===== src/rtl/design_sel_pkg.sv =====
// design_sel_pkg: shared types and constants for the design-select controller.
//   state_t         changeover FSM states (ST_IDLE, ST_BLANK, ST_DRST)
//   SEL_W           default select width
//   NUM_DESIGNS_MAX upper bound on selectable designs (width of DESIGN_MASK)
//   mask_bit()      reads one bit of a design mask using a run-time index
package design_sel_pkg;

  localparam int SEL_W           = 3;
  localparam int NUM_DESIGNS_MAX = 8;

  typedef enum logic [1:0] {
    ST_IDLE  = 2'd0,
    ST_BLANK = 2'd1,
    ST_DRST  = 2'd2
  } state_t;

  // Returns mask[idx]. The comparison against every constant position avoids
  // a variable-width part select, and any idx outside the mask returns 0.
  function automatic logic mask_bit(input logic [NUM_DESIGNS_MAX-1:0] mask,
                                    input int idx);
    logic hit;
    hit = 1'b0;
    for (int j = 0; j < NUM_DESIGNS_MAX; j++) begin
      if (idx == j) hit = mask[j];
    end
    return hit;
  endfunction

endpackage


===== src/rtl/design_sel_ctrl_btn_debounce.sv =====
// btn_debounce: 2-FF synchronizer, debounce filter and rising-edge pulse for
// the "next design" push-button.
//   clk, rst   system clock, asynchronous active-high reset
//   btn_in     raw, asynchronous, bouncy button (active-high)
//   press      1-cycle pulse, high in the first cycle the debounced level is 1
// The debounced level follows the synchronized input only after the input
// has disagreed with it for DEBOUNCE_CYCLES consecutive samples.
module btn_debounce #(
  parameter int DEBOUNCE_CYCLES = 250000
) (
  input  logic clk,
  input  logic rst,
  input  logic btn_in,
  output logic press
);

  localparam int CNT_W = $clog2(DEBOUNCE_CYCLES + 1);
  localparam logic [CNT_W-1:0] CNT_LAST = CNT_W'(DEBOUNCE_CYCLES - 1);

  logic             btn_m;
  logic             btn_s;
  logic             btn_stable;
  logic [CNT_W-1:0] cnt;

  always_ff @(posedge clk or posedge rst) begin
    if (rst) begin
      btn_m      <= 1'b0;
      btn_s      <= 1'b0;
      btn_stable <= 1'b0;
      cnt        <= '0;
      press      <= 1'b0;
    end else begin
      btn_m <= btn_in;
      btn_s <= btn_m;
      press <= 1'b0;
      if (btn_s == btn_stable) begin
        // Any sample agreeing with the stable level restarts the run.
        cnt <= '0;
      end else if (cnt == CNT_LAST) begin
        btn_stable <= btn_s;
        press      <= btn_s;
        cnt        <= '0;
      end else begin
        cnt <= cnt + 1'b1;
      end
    end
  end

endmodule


===== src/rtl/design_sel_ctrl.sv =====
// design_sel_ctrl: sequences glitch-free switching of the design multiplexer.
//   clk             system clock
//   rst             asynchronous active-high reset
//   sel_strap_in    strap pins (asynchronous)
//   next_btn_in     "next design" button (asynchronous, bouncy)
//   design_sel_out  select to the multiplexer
//   mux_blank_out   forces multiplexer outputs to 0 while high
//   design_rst_out  active-high reset to all user designs
//   busy_out        changeover in progress
// Optional feature macro: DESIGN_SEL_BUTTON_EN compiles in the button path
// (synchronizer, debounce, next-enabled-index search). Without it only strap
// requests are served.
// Handshake: there is none; a request is taken only in ST_IDLE and every
// changeover runs BLANK (old select, blanked) then DRST (new select, blanked,
// designs in reset) before returning to IDLE.
module design_sel_ctrl #(
  parameter int NUM_DESIGNS     = 8,
  parameter int SEL_W           = design_sel_pkg::SEL_W,
  parameter int DEBOUNCE_CYCLES = 250000,
  parameter int BLANK_CYCLES    = 16,
  parameter int RESET_CYCLES    = 16,
  parameter logic [design_sel_pkg::NUM_DESIGNS_MAX-1:0] DESIGN_MASK = 8'hFF,
  parameter int RESET_SEL       = 0
) (
  input  logic             clk,
  input  logic             rst,
  input  logic [SEL_W-1:0] sel_strap_in,
  input  logic             next_btn_in,
  output logic [SEL_W-1:0] design_sel_out,
  output logic             mux_blank_out,
  output logic             design_rst_out,
  output logic             busy_out
);

  import design_sel_pkg::*;

  localparam int CNT_MAX = (BLANK_CYCLES > RESET_CYCLES) ? BLANK_CYCLES : RESET_CYCLES;
  localparam int CNT_W   = $clog2(CNT_MAX + 1);
  localparam logic [CNT_W-1:0] BLANK_LOAD = CNT_W'(BLANK_CYCLES - 1);
  localparam logic [CNT_W-1:0] RESET_LOAD = CNT_W'(RESET_CYCLES - 1);
  localparam logic [SEL_W-1:0] SEL_INIT   = SEL_W'(RESET_SEL);

  logic [SEL_W-1:0] strap_m;
  logic [SEL_W-1:0] strap_s;

  state_t           state;
  state_t           state_nxt;
  logic [CNT_W-1:0] cnt;
  logic [CNT_W-1:0] cnt_nxt;
  logic [SEL_W-1:0] sel;
  logic [SEL_W-1:0] sel_nxt;
  logic [SEL_W-1:0] target;
  logic [SEL_W-1:0] target_nxt;
  logic [SEL_W-1:0] last_strap;
  logic [SEL_W-1:0] last_strap_nxt;

  logic             strap_req;
  logic             strap_ok;
  logic             btn_press;
  logic             btn_found;
  logic [SEL_W-1:0] btn_next;

  // ---------------------------------------------------------------- button
`ifdef DESIGN_SEL_BUTTON_EN
  btn_debounce #(
    .DEBOUNCE_CYCLES(DEBOUNCE_CYCLES)
  ) u_btn (
    .clk   (clk),
    .rst   (rst),
    .btn_in(next_btn_in),
    .press (btn_press)
  );

  // Search downwards so the last hit kept is the nearest enabled index
  // after the current select (wrapping modulo NUM_DESIGNS).
  always_comb begin
    btn_found = 1'b0;
    btn_next  = sel;
    for (int i = NUM_DESIGNS - 1; i >= 1; i--) begin
      if (mask_bit(DESIGN_MASK, (int'(sel) + i) % NUM_DESIGNS)) begin
        btn_found = 1'b1;
        btn_next  = SEL_W'((int'(sel) + i) % NUM_DESIGNS);
      end
    end
  end
`else
  logic unused_btn;
  localparam int unused_debounce = DEBOUNCE_CYCLES;
  assign unused_btn = next_btn_in;
  assign btn_press  = 1'b0;
  assign btn_found  = 1'b0;
  assign btn_next   = '0;
`endif

  // ----------------------------------------------------- strap synchronizer
  always_ff @(posedge clk or posedge rst) begin
    if (rst) begin
      strap_m <= '0;
      strap_s <= '0;
    end else begin
      strap_m <= sel_strap_in;
      strap_s <= strap_m;
    end
  end

  assign strap_req = (strap_s != last_strap);
  assign strap_ok  = (int'(strap_s) < NUM_DESIGNS) &&
                     mask_bit(DESIGN_MASK, int'(strap_s));

  // ------------------------------------------------------ next-state logic
  always_comb begin
    state_nxt      = state;
    cnt_nxt        = cnt;
    sel_nxt        = sel;
    target_nxt     = target;
    last_strap_nxt = last_strap;
    case (state)
      ST_IDLE: begin
        if (strap_req) begin
          // A strap change always consumes the button press of the same cycle,
          // even when the strap value itself is rejected.
          last_strap_nxt = strap_s;
          if (strap_ok && (strap_s != sel)) begin
            target_nxt = strap_s;
            state_nxt  = ST_BLANK;
            cnt_nxt    = BLANK_LOAD;
          end
        end else if (btn_press && btn_found && (btn_next != sel)) begin
          target_nxt = btn_next;
          state_nxt  = ST_BLANK;
          cnt_nxt    = BLANK_LOAD;
        end
      end
      ST_BLANK: begin
        if (cnt == '0) begin
          sel_nxt   = target;
          state_nxt = ST_DRST;
          cnt_nxt   = RESET_LOAD;
        end else begin
          cnt_nxt = cnt - 1'b1;
        end
      end
      ST_DRST: begin
        if (cnt == '0) begin
          state_nxt = ST_IDLE;
        end else begin
          cnt_nxt = cnt - 1'b1;
        end
      end
      default: state_nxt = ST_IDLE;
    endcase
  end

  // -------------------------------------------- state and output registers
  // Outputs are registered from the next state so they line up exactly with
  // the state they describe.
  always_ff @(posedge clk or posedge rst) begin
    if (rst) begin
      state          <= ST_DRST;
      cnt            <= RESET_LOAD;
      sel            <= SEL_INIT;
      target         <= SEL_INIT;
      last_strap     <= '0;
      mux_blank_out  <= 1'b1;
      design_rst_out <= 1'b1;
      busy_out       <= 1'b1;
    end else begin
      state          <= state_nxt;
      cnt            <= cnt_nxt;
      sel            <= sel_nxt;
      target         <= target_nxt;
      last_strap     <= last_strap_nxt;
      mux_blank_out  <= (state_nxt != ST_IDLE);
      design_rst_out <= (state_nxt == ST_DRST);
      busy_out       <= (state_nxt != ST_IDLE);
    end
  end

  assign design_sel_out = sel;

endmodule


===== config.mk =====
export PLATFORM = sky130hd
export DESIGN_NAME = design_sel_ctrl
export DESIGN_NICKNAME = d
export VERILOG_FILES = /design/src/rtl/design_sel_pkg.sv /design/src/rtl/design_sel_ctrl_btn_debounce.sv /design/src/rtl/design_sel_ctrl.sv
export SDC_FILE = /design/constraint.sdc
export NUM_CORES = 1
export LEC_CHECK = 0
export CAP_MARGIN = 20
export CORE_MARGIN = 2
export CORE_UTILIZATION = 45
export DETAILED_ROUTE_END_ITERATION = 8
export PLACE_DENSITY = 0.76
export SYNTH_ARGS = -nofsm -noshare
export SYNTH_HDL_FRONTEND = slang
export SYNTH_SLANG_ARGS = --single-unit

===== constraint.sdc =====
create_clock -name clk -period 1.85 [get_ports clk]
set_input_delay 0.185 -clock clk [delete_from_list [all_inputs] [get_ports clk]]
set_output_delay 0.185 -clock clk [all_outputs]
set_load 0.03 [all_outputs]

==> results of run 1 <==
## stage by stage
step / hold WS (ns) / power (W) / utilization, % / cell area [µm²] / setup slack [ns]
after detailed placement: 0.337 / 0.00221 / 56.2 / 1270 / 0.0401
after floorplan: 0.194 / 0.00178 / - / 1100 / 0.0358
final: 0.195 / 0.00254 / 58.9 / 1330 / 0.0996
after global routing: 0.220 / 0.00273 / 58.9 / 1330 / -0.0121
after global placement: 0.334 / 0.00214 / 56.2 / 1270 / 0.108
after CTS: 0.201 / 0.00250 / 57.8 / 1300 / 0.0185
## cell usage in the layout, fill, tap and decap left out, types with 3 or more instances in the layout
cell type | synthesis | final
mux2_2 | 11 | 11
inv_1 | 6 | 6
xnor2_1 | 6 | 6
buf_4 | 1 | 7
clkdlybuf4s50_1 | 0 | 10
ha_1 | 5 | 4
dfrtp_1 | 17 | 17
o21ai_0 | 3 | 3
nor2_1 | 8 | 8
clkbuf_4 | 0 | 3
nand3_1 | 3 | 3
dfstp_2 | 7 | 7
## worst min-delay path by stage
stage / from / end / cells past startpoint
after CTS: rst / strap_m[2]$_DFF_PP0_ / 3
after global routing: rst / strap_m[2]$_DFF_PP0_ / 3
after detailed placement: strap_m[2]$_DFF_PP0_ / strap_s[2]$_DFF_PP0_ / 0
after global placement: strap_m[2]$_DFF_PP0_ / strap_s[2]$_DFF_PP0_ / 0
final: rst / strap_m[2]$_DFF_PP0_ / 3
after floorplan: rst / cnt[4]$_DFFE_PP0P_ / 1
## timing repair
| item | CTS | global route |
|---|---|---|
| hold buffers | 0 | 0 |
| buffers inserted | 0 | 1 |
| endpoints found under the setup margin | 0 | 4 |
| resized for setup | 0 | 2 |
## power by group through the flow
stage                     logic, W  registers (W)  clock network (W)
after floorplan           0.000792       0.000993                  0
after global placement     0.00123       0.000916                  0
after detailed placement   0.00128       0.000933                  0
after CTS                  0.00129       0.000923           0.000287
after global routing       0.00147       0.000947           0.000310
final                      0.00134       0.000922           0.000274
## cell type report
class                           instances  area, µm²  share of cell area [%]
Multi-Input combinational cell         57        473                    35.6
Sequential cell                        24        609                    45.9
Clock buffer                            4       36.3                    2.73
Timing Repair Buffer                   17        153                    11.5
Inverter                                6       22.5                    1.69
Tap cell                               28       35.0                    2.64
## metal layers
layer | global-route usage [%] | routed length (µm) | up-vias
met3 | 3.39 | 42 | 7
met2 | 24.7 | 991 | 12
li1 | - | - | 340
met5 | 0 | 0 | -
met4 | 12.4 | 63 | 0
met1 | 19.9 | 825 | 349
## sequential cells by signal, indices dropped and copies added, names as in the netlist, 2 cells and up
name / count
strap_m: 3
design_sel_out: 3
state: 2
cnt: 5
strap_s: 3
last_strap: 3
target: 3
## tightest hold or removal path, cell delays in order
cell and delay (ns):
clkdlybuf4s50_1 0.40, inv_1 0.05, buf_4 0.29
## cells by family after synthesis
logic type               after synthesis  synth area share (%)
AO/OA/AOI/OAI                         15                  9.33
XOR/XNOR                               6                  4.78
adder cells (fa/ha/maj)                5                  5.69
buffers and inverters                  8                  3.19
flip-flops                            24                  55.4
multiplexers                          11                  11.3
AND/OR/NAND/NOR                       20                  10.4
==> impl_metrics.env, run 1 <==
export IMPL_nFillCells=206
export IMPL_finalWirelength_um=1920
export IMPL_clk_latency_ns=0.32
export IMPL_syn_inst=89
export IMPL_setup_viol_count_final=0
export IMPL_r2r_start="state[1]$_DFF_PP1_"
export IMPL_critPathMostFrequentCell="inv_1"
export IMPL_path_buf_inv=2
export IMPL_die_y_um=53.4
export IMPL_core_um2=2250
export IMPL_die_area_um2=2860
export IMPL_wl_per_cell_um=14.1
export IMPL_crit_cells=7
export IMPL_boundaryPins=12
export IMPL_synth_top_area_cell="dfrtp_1"
export IMPL_fp_row_count=17
export IMPL_grt_max_degree=25
export IMPL_nNetsFinal=120
export IMPL_initial_core_util_pct=48.8
export IMPL_grt_first_pass_wirelength_um=3120
export IMPL_p_seq_share_pct=36.3
export IMPL_synth_most_common_cell="dfrtp_1"
export IMPL_antenna_left=0
export IMPL_placed_cells=131
export IMPL_io_buffers=10
export IMPL_synth_ff_type="dfrtp_1"
export IMPL_synthArstFlopShare_pct=100
export IMPL_cts_root_buf="clkbuf_4"
export IMPL_p_leak_nw=0.583
export IMPL_grt_pass1_vias=696
export IMPL_seq_area_frac_synth_pct=55.4
export IMPL_intPower_w=0.00158
export IMPL_status="finished, final reports clean"
export IMPL_cp_slowest_cell="dfstp_2"
export IMPL_relSlewSlack_pct=75.8
export IMPL_pwr_density_cell_nw_per_um2=1910
export IMPL_cap_viol_max_count=0
export IMPL_min_period_ns=1.75
export IMPL_synth_edf_count=0
export IMPL_tightest_slew_ns=0.361
export IMPL_crit_end="cnt[0]$_DFFE_PP1P_"
export IMPL_dp_hpwl_um=1360
export IMPL_ys_warn_count=0
export IMPL_first_iter_violations=4
export IMPL_clock_sinks=24
export IMPL_route_detailed_drc=0
export IMPL_finalClockSkew_ns=0.00837
export IMPL_syn_cell_area_um2=1100
export IMPL_netlist_top_cells_count="17 x dfrtp_1, 11 x mux2_2, 8 x nor2_1"
export IMPL_syn_area_per_cell_um2=12.4
export IMPL_track_usage_pct=16.2
export IMPL_critPathRequiredTime_ns=2.11
export IMPL_path_class="flop to flop"
export IMPL_routed_via_count=708
export IMPL_fin_cells=136
export IMPL_p_sw_w=0.000953
export IMPL_endpoint_kind="flop"
export IMPL_fmax_mhz=571
export IMPL_synthTopCellsByArea="dfrtp_1 39%, dfstp_2 17%, mux2_2 11%, ha_1 5.7%, xnor2_1 4.8%"
export IMPL_synth_seq_cells=24
export IMPL_crit_arrival_ns=2.01
export IMPL_startpoint_type="flop"
export IMPL_finalSetupTns_ns=0
export IMPL_overflow=0
export IMPL_fin_crit_sh_pct=94.6
export IMPL_r2r_end="cnt[0]$_DFFE_PP1P_"
export IMPL_synthDistinctLibCells=29
export IMPL_fp_dieW_um=53.4
export IMPL_htree_levels=1
export IMPL_cts_tree="done"
export IMPL_worstSetupStartpoint="state[1]$_DFF_PP1_"
export IMPL_max_vdd_ir_drop_uv=940
export IMPL_via_per_inst=5.21
export IMPL_first_pass_iters=2
export IMPL_drive_above_1_share_pct=30.6
export IMPL_antenna_found_initial=0
export IMPL_cts_buffer_depth=2
export IMPL_hold_viol=0
export IMPL_place_gp_congestion=0.821
export IMPL_power_share_clock_pct=10.8
export IMPL_cp_cell_sequence="inv_1 > ha_4 > inv_1 > nor2_1 > a31oi_1 > a21o_1 > mux2_2"
export IMPL_cpPeakStageDelay_ns=0.55
export IMPL_cts_clk_slew_worst_paths_ns=0.13
export IMPL_cp_max_fo=3
export IMPL_synth_top_area_share_pct=38.7
export IMPL_area_growth_pct=20.8
export IMPL_switching_share_pct=37.6
export IMPL_slew_violations=0
export IMPL_critPathTopFamily="flip-flops"
export IMPL_pwr_share_comb_pct=52.9
export IMPL_synth_nets=100
export IMPL_reg2reg_setup_slack_ns=0.1
export IMPL_hp_class="input port to asynchronous set/reset pin"
export IMPL_r2r_cells=7
export IMPL_cts_inserted_buffers=3
export IMPL_diodes=0
Note: power is estimated with default switching activity, not from simulation.
==> run 2: changes to the inputs <==
--- a/config.mk
+++ b/config.mk
@@ -7,9 +7,9 @@
 export LEC_CHECK = 0
 export CAP_MARGIN = 20
 export CORE_MARGIN = 2
-export CORE_UTILIZATION = 45
+export CORE_UTILIZATION = 48
 export DETAILED_ROUTE_END_ITERATION = 8
-export PLACE_DENSITY = 0.76
+export PLACE_DENSITY = 0.8
 export SYNTH_ARGS = -nofsm -noshare
 export SYNTH_HDL_FRONTEND = slang
 export SYNTH_SLANG_ARGS = --single-unit
==> constraint.sdc (replaced) <==
create_clock -name clk -period 1.85 [get_ports clk]
set_input_delay 0.2775 -clock clk [delete_from_list [all_inputs] [get_ports clk]]
set_output_delay 0.2775 -clock clk [all_outputs]
set_load 0.03 [all_outputs]
==> run 2 against run 1 <==
Effect of this change: sequential cell count is the same; hold slack gained 0.080 ns; via count grew 0.56%; cell area grew 1.9%; routed wire length shrank 7.2%; combinational power is essentially flat; critical endpoint is now busy_out; largest cell class unchanged; clock power grew 38%; clock-buffer cell count shrank 1; global-route usage shrank 0.68 points; critical path depth shrank 6; non-clock buffer count grew 1; clock skew grew 0.0031 ns.
==> impl_metrics.env, run 2 (same netlist as run 1, synthesis figures left out) <==
export IMPL_antenna_found_initial=0
export IMPL_relSlewSlack_pct=79.2
export IMPL_rsz0062_at_grt="false"
export IMPL_reg2reg_setup_slack_ns=0.11
export IMPL_finalWirelength_um=1780
export IMPL_grt_pass1_vias=709
export IMPL_hold_viol=0
export IMPL_antenna_left=0
export IMPL_cts_root_buf="clkbuf_4"
export IMPL_crit_arrival_ns=1.53
export IMPL_critPathTopFamily="buffers and inverters"
export IMPL_track_usage_pct=15.5
export IMPL_core_um2=2190
export IMPL_power_w=0.00266
export IMPL_wl_per_cell_um=13.0
export IMPL_largest_reg_flops=5
export IMPL_cpPeakStageDelay_ns=0.66
export IMPL_endpoint_kind="output port"
export IMPL_diodes=0
export IMPL_route_detailed_drc=0
export IMPL_r2r_start="state[1]$_DFF_PP1_"
export IMPL_clock_sinks=24
export IMPL_critPathRequiredTime_ns=1.57
export IMPL_cp_cell_sequence="clkdlybuf4s50_1"
export IMPL_path_buf_inv=1
export IMPL_fp_row_count=17
export IMPL_first_iter_violations=3
export IMPL_die_y_um=51.9
export IMPL_status="finished, final reports clean"
export IMPL_fp_dieW_um=51.9
export IMPL_die_area_um2=2690
export IMPL_pwr_density_cell_nw_per_um2=1970
export IMPL_top_register="cnt"
export IMPL_final_cell_mix="17 x dfrtp_1, 11 x mux2_2, 10 x clkdlybuf4s50_1, 8 x nor2_1, 8 x buf_4"
export IMPL_final_util_pct=61.8
export IMPL_nNetsFinal=121
export IMPL_finalClockSkew_ns=0.0115
export IMPL_tightest_slew_ns=0.310
export IMPL_fin_crit_sh_pct=97.7
export IMPL_final_common_cell="dfrtp_1"
export IMPL_max_vdd_ir_drop_uv=882
export IMPL_clk_latency_ns=0.32
export IMPL_cts_clk_slew_worst_paths_ns=0.14
export IMPL_p_leak_nw=0.588
export IMPL_startpoint_type="flop"
export IMPL_cap_viol_max_count=0
export IMPL_path_class="flop to output port"
export IMPL_initial_core_util_pct=50.2
export IMPL_via_per_inst=5.20
export IMPL_place_gp_congestion=0.736
export IMPL_boundaryPins=12
export IMPL_hold_buffers=0
export IMPL_dp_hpwl_um=1350
export IMPL_io_buffers=10
export IMPL_setup_viol_count_final=0
export IMPL_overflow=0
export IMPL_first_pass_iters=3
export IMPL_r2r_end="cnt[3]$_DFFE_PP1P_"
export IMPL_fmax_mhz=553
export IMPL_cp_max_fo=2
export IMPL_min_period_ns=1.81
export IMPL_routed_via_count=712
export IMPL_htree_levels=1
export IMPL_drive_above_1_share_pct=32.1
export IMPL_cts_inserted_buffers=3
export IMPL_grt_max_degree=25
export IMPL_cts_tree="done"
export IMPL_hp_class="input port to asynchronous set/reset pin"
export IMPL_grt_first_pass_wirelength_um=3040
export IMPL_cp_slowest_cell="clkdlybuf4s50_1"
export IMPL_area_growth_pct=23.1
export IMPL_slew_violations=0
export IMPL_cts_buffer_depth=2
export IMPL_r2r_cells=9
run 2: cell types whose count changed in the layout (fill, tap and decap cells not counted):
cell / previous run / this run
nand2_4: 1 / 0
clkbuf_8: 1 / 0
a31oi_1: 1 / 0
a31oi_2: 0 / 1
bufinv_16: 0 / 1
nand2_2: 0 / 1
buf_4: 7 / 8
run 2: per-stage QoR:
step	hold WS (ns)	setup slack (ns)	cell area [µm²]	cells	TNS, ns
floorplan	0.287	0.0358	1100	89	0
global placement	0.334	0.0629	1260	130	0
detailed placement	0.336	-0.00667	1260	130	-0.00782
CTS	0.286	0.00177	1320	135	0
global route	0.313	0.00342	1350	137	0
finish	0.275	0.0420	1350	137	0
run 2: final cells by class:
class	instances	area, µm²
repair buffers	18	160
fillers	174	837
clock inverters	1	30.0
well taps	28	35.0
clock buffers	3	22.5
inverters	6	22.5
flip-flops and latches	24	609
multi-input cells	57	474
run 2: repair_timing:
action / 4_1_cts / 5_1_grt
setup endpoints to repair: 2 / 2
gates resized for setup: 0 / 2
setup buffers: 1 / 2
run 2: routing by layer:
| metal | track usage, % | up-vias | part of all wire (%) |
|---|---|---|---|
| li1 | - | 346 | - |
| met1 | 19.5 | 352 | 47 |
| met2 | 25.5 | 10 | 49 |
| met3 | 3.45 | 4 | 2.2 |
| met4 | 7.02 | 0 | 2.0 |
| met5 | 0 | - | 0 |
run 2: worst max path at each step:
stage | cells past startpoint | endpoint | startpoint
after CTS | 7 | cnt[0]$_DFFE_PP1P_ | state[1]$_DFF_PP1_
after global placement | 7 | cnt[1]$_DFFE_PP1P_ | state[1]$_DFF_PP1_
after floorplan | 7 | cnt[0]$_DFFE_PP1P_ | state[1]$_DFF_PP1_
final | 1 | busy_out | busy_out$_DFF_PP1_
after detailed placement | 7 | cnt[0]$_DFFE_PP1P_ | state[1]$_DFF_PP1_
after global routing | 1 | busy_out | busy_out$_DFF_PP1_
run 2: power by group:
part / switching, W / internal, W / leakage, nW
registers: 0.000147 / 0.000769 / 0.276
clock network: 0.000159 / 0.000219 / 0.0279
logic: 0.000643 / 0.000727 / 0.284
